[src/rtl/ccr_branch_eval.sv]
// CVNZ condition-code register plus branch evaluator: accept -> EVAL -> RESP, response valid two edges after accept.
// Holds the response stable under resp_ready backpressure; req_ready is high only in IDLE.
module ccr_branch_eval #(
    parameter int          addr_w = 8,
    parameter int          cnt_w  = 8,
    parameter logic [3:0]  c_mask = 4'b1000,
    parameter logic [3:0]  v_mask = 4'b0100,
    parameter logic [3:0]  n_mask = 4'b0010,
    parameter logic [3:0]  z_mask = 4'b0001
) (
    input  logic              clk,
    input  logic              rst_n,
    input  logic              ccr_we,
    input  logic [3:0]        ccr_in,
    input  logic              req_valid,
    output logic              req_ready,
    input  logic [3:0]        req_cond,
    input  logic [addr_w-1:0] req_pc,
    input  logic [addr_w-1:0] req_off,
    output logic              resp_valid,
    input  logic              resp_ready,
    output logic              resp_taken,
    output logic [addr_w-1:0] resp_target,
    output logic [3:0]        ccr_out,
    output logic [cnt_w-1:0]  taken_cnt
);

    typedef enum logic [1:0] {IDLE, EVAL, RESP} state_t;

    state_t              state_q;
    logic [3:0]          ccr_q;
    logic [3:0]          cond_q;
    logic [addr_w-1:0]   pc_q;
    logic [addr_w-1:0]   off_q;
    logic                resp_valid_q;
    logic                resp_taken_q;
    logic [addr_w-1:0]   resp_target_q;
    logic [cnt_w-1:0]    taken_cnt_q;

    logic                flag_c, flag_v, flag_n, flag_z;
    logic                resp_taken_d;
    logic [addr_w-1:0]   resp_target_d;

    assign flag_c = |(ccr_q & c_mask);
    assign flag_v = |(ccr_q & v_mask);
    assign flag_n = |(ccr_q & n_mask);
    assign flag_z = |(ccr_q & z_mask);

    always_comb begin
        resp_taken_d = 1'b0;
        unique case (cond_q)
            4'h0: resp_taken_d = 1'b1;
            4'h1: resp_taken_d = 1'b0;
            4'h2: resp_taken_d = !flag_c && !flag_z;
            4'h3: resp_taken_d = flag_c || flag_z;
            4'h4: resp_taken_d = !flag_c;
            4'h5: resp_taken_d = flag_c;
            4'h6: resp_taken_d = !flag_z;
            4'h7: resp_taken_d = flag_z;
            4'h8: resp_taken_d = !flag_v;
            4'h9: resp_taken_d = flag_v;
            4'hA: resp_taken_d = !flag_n;
            4'hB: resp_taken_d = flag_n;
            4'hC: resp_taken_d = (flag_n == flag_v);
            4'hD: resp_taken_d = (flag_n != flag_v);
            4'hE: resp_taken_d = !flag_z && (flag_n == flag_v);
            4'hF: resp_taken_d = flag_z || (flag_n != flag_v);
            default: resp_taken_d = 1'b0;
        endcase
        // Equal-width add: the offset acts as two's complement, carry out dropped.
        resp_target_d = resp_taken_d ? (pc_q + off_q)
                                     : (pc_q + {{(addr_w-1){1'b0}}, 1'b1});
    end

    always_ff @(posedge clk) begin
        if (!rst_n) begin
            state_q       <= IDLE;
            ccr_q         <= '0;
            cond_q        <= '0;
            pc_q          <= '0;
            off_q         <= '0;
            resp_valid_q  <= 1'b0;
            resp_taken_q  <= 1'b0;
            resp_target_q <= '0;
            taken_cnt_q   <= '0;
        end else begin
            if (ccr_we) begin
                ccr_q <= ccr_in;
            end
            unique case (state_q)
                IDLE: begin
                    if (req_valid) begin
                        cond_q  <= req_cond;
                        pc_q    <= req_pc;
                        off_q   <= req_off;
                        state_q <= EVAL;
                    end
                end
                EVAL: begin
                    resp_taken_q  <= resp_taken_d;
                    resp_target_q <= resp_target_d;
                    resp_valid_q  <= 1'b1;
                    state_q       <= RESP;
                end
                RESP: begin
                    if (resp_ready) begin
                        resp_valid_q <= 1'b0;
                        if (resp_taken_q && (taken_cnt_q != {cnt_w{1'b1}})) begin
                            taken_cnt_q <= taken_cnt_q + {{(cnt_w-1){1'b0}}, 1'b1};
                        end
                        state_q <= IDLE;
                    end
                end
                default: state_q <= IDLE;
            endcase
        end
    end

    assign req_ready   = rst_n && (state_q == IDLE);
    assign resp_valid  = resp_valid_q;
    assign resp_taken  = resp_taken_q;
    assign resp_target = resp_target_q;
    assign ccr_out     = ccr_q;
    assign taken_cnt   = taken_cnt_q;

endmodule

[config.mk]
export PLATFORM = sky130hd
export DESIGN_NAME = ccr_branch_eval
export DESIGN_NICKNAME = d
export VERILOG_FILES = /design/src/rtl/ccr_branch_eval.sv
export SDC_FILE = /design/constraint.sdc
export NUM_CORES = 1
export LEC_CHECK = 0
export ABC_AREA = 1
export BUFFER_PORTS_ARGS = -buffer_cell sky130_fd_sc_hd__buf_2
export CAP_MARGIN = 10
export CELL_PAD_IN_SITES_DETAIL_PLACEMENT = 1
export CELL_PAD_IN_SITES_GLOBAL_PLACEMENT = 2
export CORE_ASPECT_RATIO = 1.75
export CORE_UTILIZATION = 29
export DETAILED_ROUTE_END_ITERATION = 12
export PLACE_DENSITY = 0.88
export SLEW_MARGIN = 25
export SYNTH_ARGS = -nofsm -noshare
export SYNTH_HDL_FRONTEND = slang
export SYNTH_SLANG_ARGS = --single-unit
[constraint.sdc]
create_clock -name clk -period 2.76 [get_ports clk]
set_input_delay 0.138 -clock clk [delete_from_list [all_inputs] [get_ports clk]]
set_output_delay 0.138 -clock clk [all_outputs]
set_load 0.02 [all_outputs]
==> flow_metrics.tcl <==
set metrics [dict create \
    status "finished clean" \
    postCtsHoldBufs 0 \
    maxSlewHeadroom_pct 65.5 \
    crit_required_ns 2.94 \
    placedCellCount 437 \
    grt.overflow.total 0 \
    leakagePower_nw 1.32 \
    initial_core_util_pct 30.3 \
    synth_nets 343 \
    syn_area_mm2 0.00219 \
    setup_slack_ns 0.124 \
    fin_skew_ns 0.00289 \
    postRouteAntennaNets 0 \
    wl_per_cell_um 13.5 \
    wl_mm 6.02 \
    grt_pass1_vias 2200 \
    ys_types 32 \
    critPathKind "reg2reg" \
    ios 52 \
    instances_no_fill 446 \
    worstSkewPairLatency_ns 0.28 \
    fin_crit_sh_pct 95.5 \
    finalSetupViolations 0 \
    worstMarginPinSlew_ns 0.518 \
    final-hold-violation-count 0 \
    dieWidth_um 67.7 \
    syn_to_final_growth_pct 25.6 \
    dpl.hpwl_mm 4.70 \
    clock_path_buffers 2 \
    diodes 0 \
    first_pass_iters 4 \
    synthCells 305 \
    hp-start "ccr_in[3]" \
    r2r-start "cond_q[1]" \
    synth.avg_cell_area_um2 7.17 \
    place.gp.congestion 0.833 \
    grt_antenna_before_repair 0 \
    hold_class "in2reg" \
    cts_tree "yes" \
    synth_seq_cells 44 \
    p_per_area_mw_per_mm2 600 \
    whs_ns 0.0976 \
    crit_path_start "cond_q[1]" \
    numCtsBuffers 5 \
    drtIter0Drc 42 \
    viasPerCell 4.87 \
    min_period_ns 2.64 \
    cp_common_cell "nor2_1" \
    die_area_mm2 0.00791 \
    critical_path.endpoint_type "register" \
    vias 2172 \
    cts-root-buf "clkbuf_16" \
    grt_pass1_wl_mm 9.65 \
    grt_util_all_layers_pct 16.5 \
    fmax_mhz 379 \
    startpoint_type "register" \
    clkTransAtPathRegs_ns 0.06 \
    crit_chain "inv_2, nand2_1, nand3_1, nand3_2, nand2_1, nor2_2, nand2_2, inv_2, or2_1, ha_4, fa_2, nand3_2, nand2_2, a21oi_2, nor2_1, nor2_1, nor2_1, o221ai_1, inv_1" \
    placementRows 41 \
    clkSinkCount 44 \
    ys_seq_area_share_pct 40.3 \
    nets 397 \
    ir_worst_vdd_v 0.000210 \
    synth_warnings 0 \
    dpl_worst_slack_ns -0.0440 \
    cpMaxStageDelayCell "fa_2" \
    portBuffers 51 \
    slowest_delay_ns 0.36 \
    rsz0062_at_grt "true" \
    crit_arrival_ns 2.81 \
    drc 0 \
    grt_max_degree 34 \
    drive_gt1_share_pct 28.1 \
    drv_slew 0 \
    cap_violations 0 \
    cts-htree-levels 2 \
    core_mm2 0.00723 \
    critical_path.max_fanout 6 \
    die_height_um 117 \
]
## path summary, 6_finish.rpt
path / cells past startpoint / end / slack, ns
setup reg to reg: 19 / resp_target[6] / 0.12
setup / recovery: 19 / resp_target[6] / 0.12
hold reg to reg: 2 / off_q[6] / 0.46
hold / removal: 3 / ccr_out[3] / 0.1
## kinds of logic (layout without fill, tap and decap cells)
kind of cell	after synthesis	count (layout)	share of synthesized area, %
AOI/OAI and AO/OA	74	74	18.1
and+or+nand+nor	126	126	25.5
xor gates and xnor gates	4	4	1.60
adders and majority gates	9	9	5.49
buffers and inverters	48	103	9.09
DFF	44	44	40.3
## critical path: cells and delay by family (launching register included)
family	cells	cell delay, ns
flip-flops	1	0.35
AO/OA/AOI/OAI	2	0.26
AND/OR/NAND/NOR	12	1.16
buffers and inverters	3	0.22
adder cells (fa/ha/maj)	2	0.54
## per-layer routing
| metal | track usage, % | vias to the layer above | part of all wire (%) |
|---|---|---|---|
| met4 | 7.94 | 0 | 2.8 |
| met5 | 0 | - | 0 |
| met3 | 2.42 | 15 | 2.6 |
| met1 | 14.7 | 1023 | 36 |
| li1 | - | 1096 | - |
| met2 | 33.6 | 38 | 58 |
## state kept, by name (all words and copies together), names as in the netlist
signal	cells
pc_q	8
ccr_out	4
cond_q	4
resp_target	8
resp_taken	1
state_q	2
resp_valid	1
off_q	8
taken_cnt	8
## report_power, final
group          leakage [nW]  internal, mW  switching [mW]
sequential            0.365         0.681          0.0347
combinational         0.885         0.129           0.207
clock                0.0712         0.361           0.235
## cells in the final DEF (no fill, tap or decap), types with 2 or more instances in the layout
cell / n
nor2_1: 51
buf_2: 51
o21ai_0: 38
nand2_1: 37
dfxtp_1: 36
inv_1: 31
a21oi_1: 26
nand3_1: 15
inv_2: 7
dfxtp_2: 7
nand2_2: 5
nand3_2: 5
ha_1: 5
clkbuf_16: 5
nor3_1: 4
a21oi_2: 4
buf_4: 4
xor2_1: 3
nor3_2: 2
nor2_2: 2
ha_2: 2
clkbuf_1: 2
## per-stage QoR
stage	total power [mW]	cell area [um^2]	setup TNS (ns)	util (%)
2_1_floorplan	0.936	2190	0	-
3_3_place_gp	1.04	2530	0	34.9
3_5_place_dp	1.04	2530	-0.0440	34.9
4_1_cts	1.65	2690	0	37.2
5_1_grt	1.73	2750	-0.106	38.0
6_report	1.65	2750	0	38.0
## cells in the mapped netlist
library cell  number  share of area (%)
nor3_1             5                1.1
a41oi_1            1               0.40
nor3b_1            1               0.34
buf_6              1               0.51
nand3b_1           1               0.34
a31oi_1            1               0.29
dfxtp_1           44                 40
o211ai_1           1               0.34
or2_1              1               0.29
o21a_1             1               0.34
ha_1               8                4.6
clkinv_1           1               0.17
nand3_1           16                3.7
and3_1             1               0.29
nor2_2             3               0.86
clkinv_2           1               0.23
a21oi_1           30                6.9
o21ai_0           38                8.7
nor3_2             1               0.46
nor2_1            51                8.7
xnor2_1            1               0.40
nand2_2            3               0.86
a21oi_4            1               0.74
xor2_1             3                1.2
fa_1               1               0.91
nand2_1           39                6.7
clkbuf_1           6                1.0
inv_2              7                1.2
inv_1             31                5.3
clkbuf_8           1               0.63
nand3_2            4                1.8
o221ai_1           1               0.40
## area by class of cell
class,instances,area [um^2]
clock buffers,8,146
fillers,922,4490
inverters,40,151
multi-input cells,213,1160
flip-flops and latches,44,893
well taps,86,108
repair buffers,55,285
## timing repair
item | 4_1_cts | 5_1_grt
resized for setup | 8 | 15
pin swaps | 0 | 3
endpoints found under the setup margin | 1 | 3
buffers inserted | 0 | 1
(Power assumes the default switching activity.)
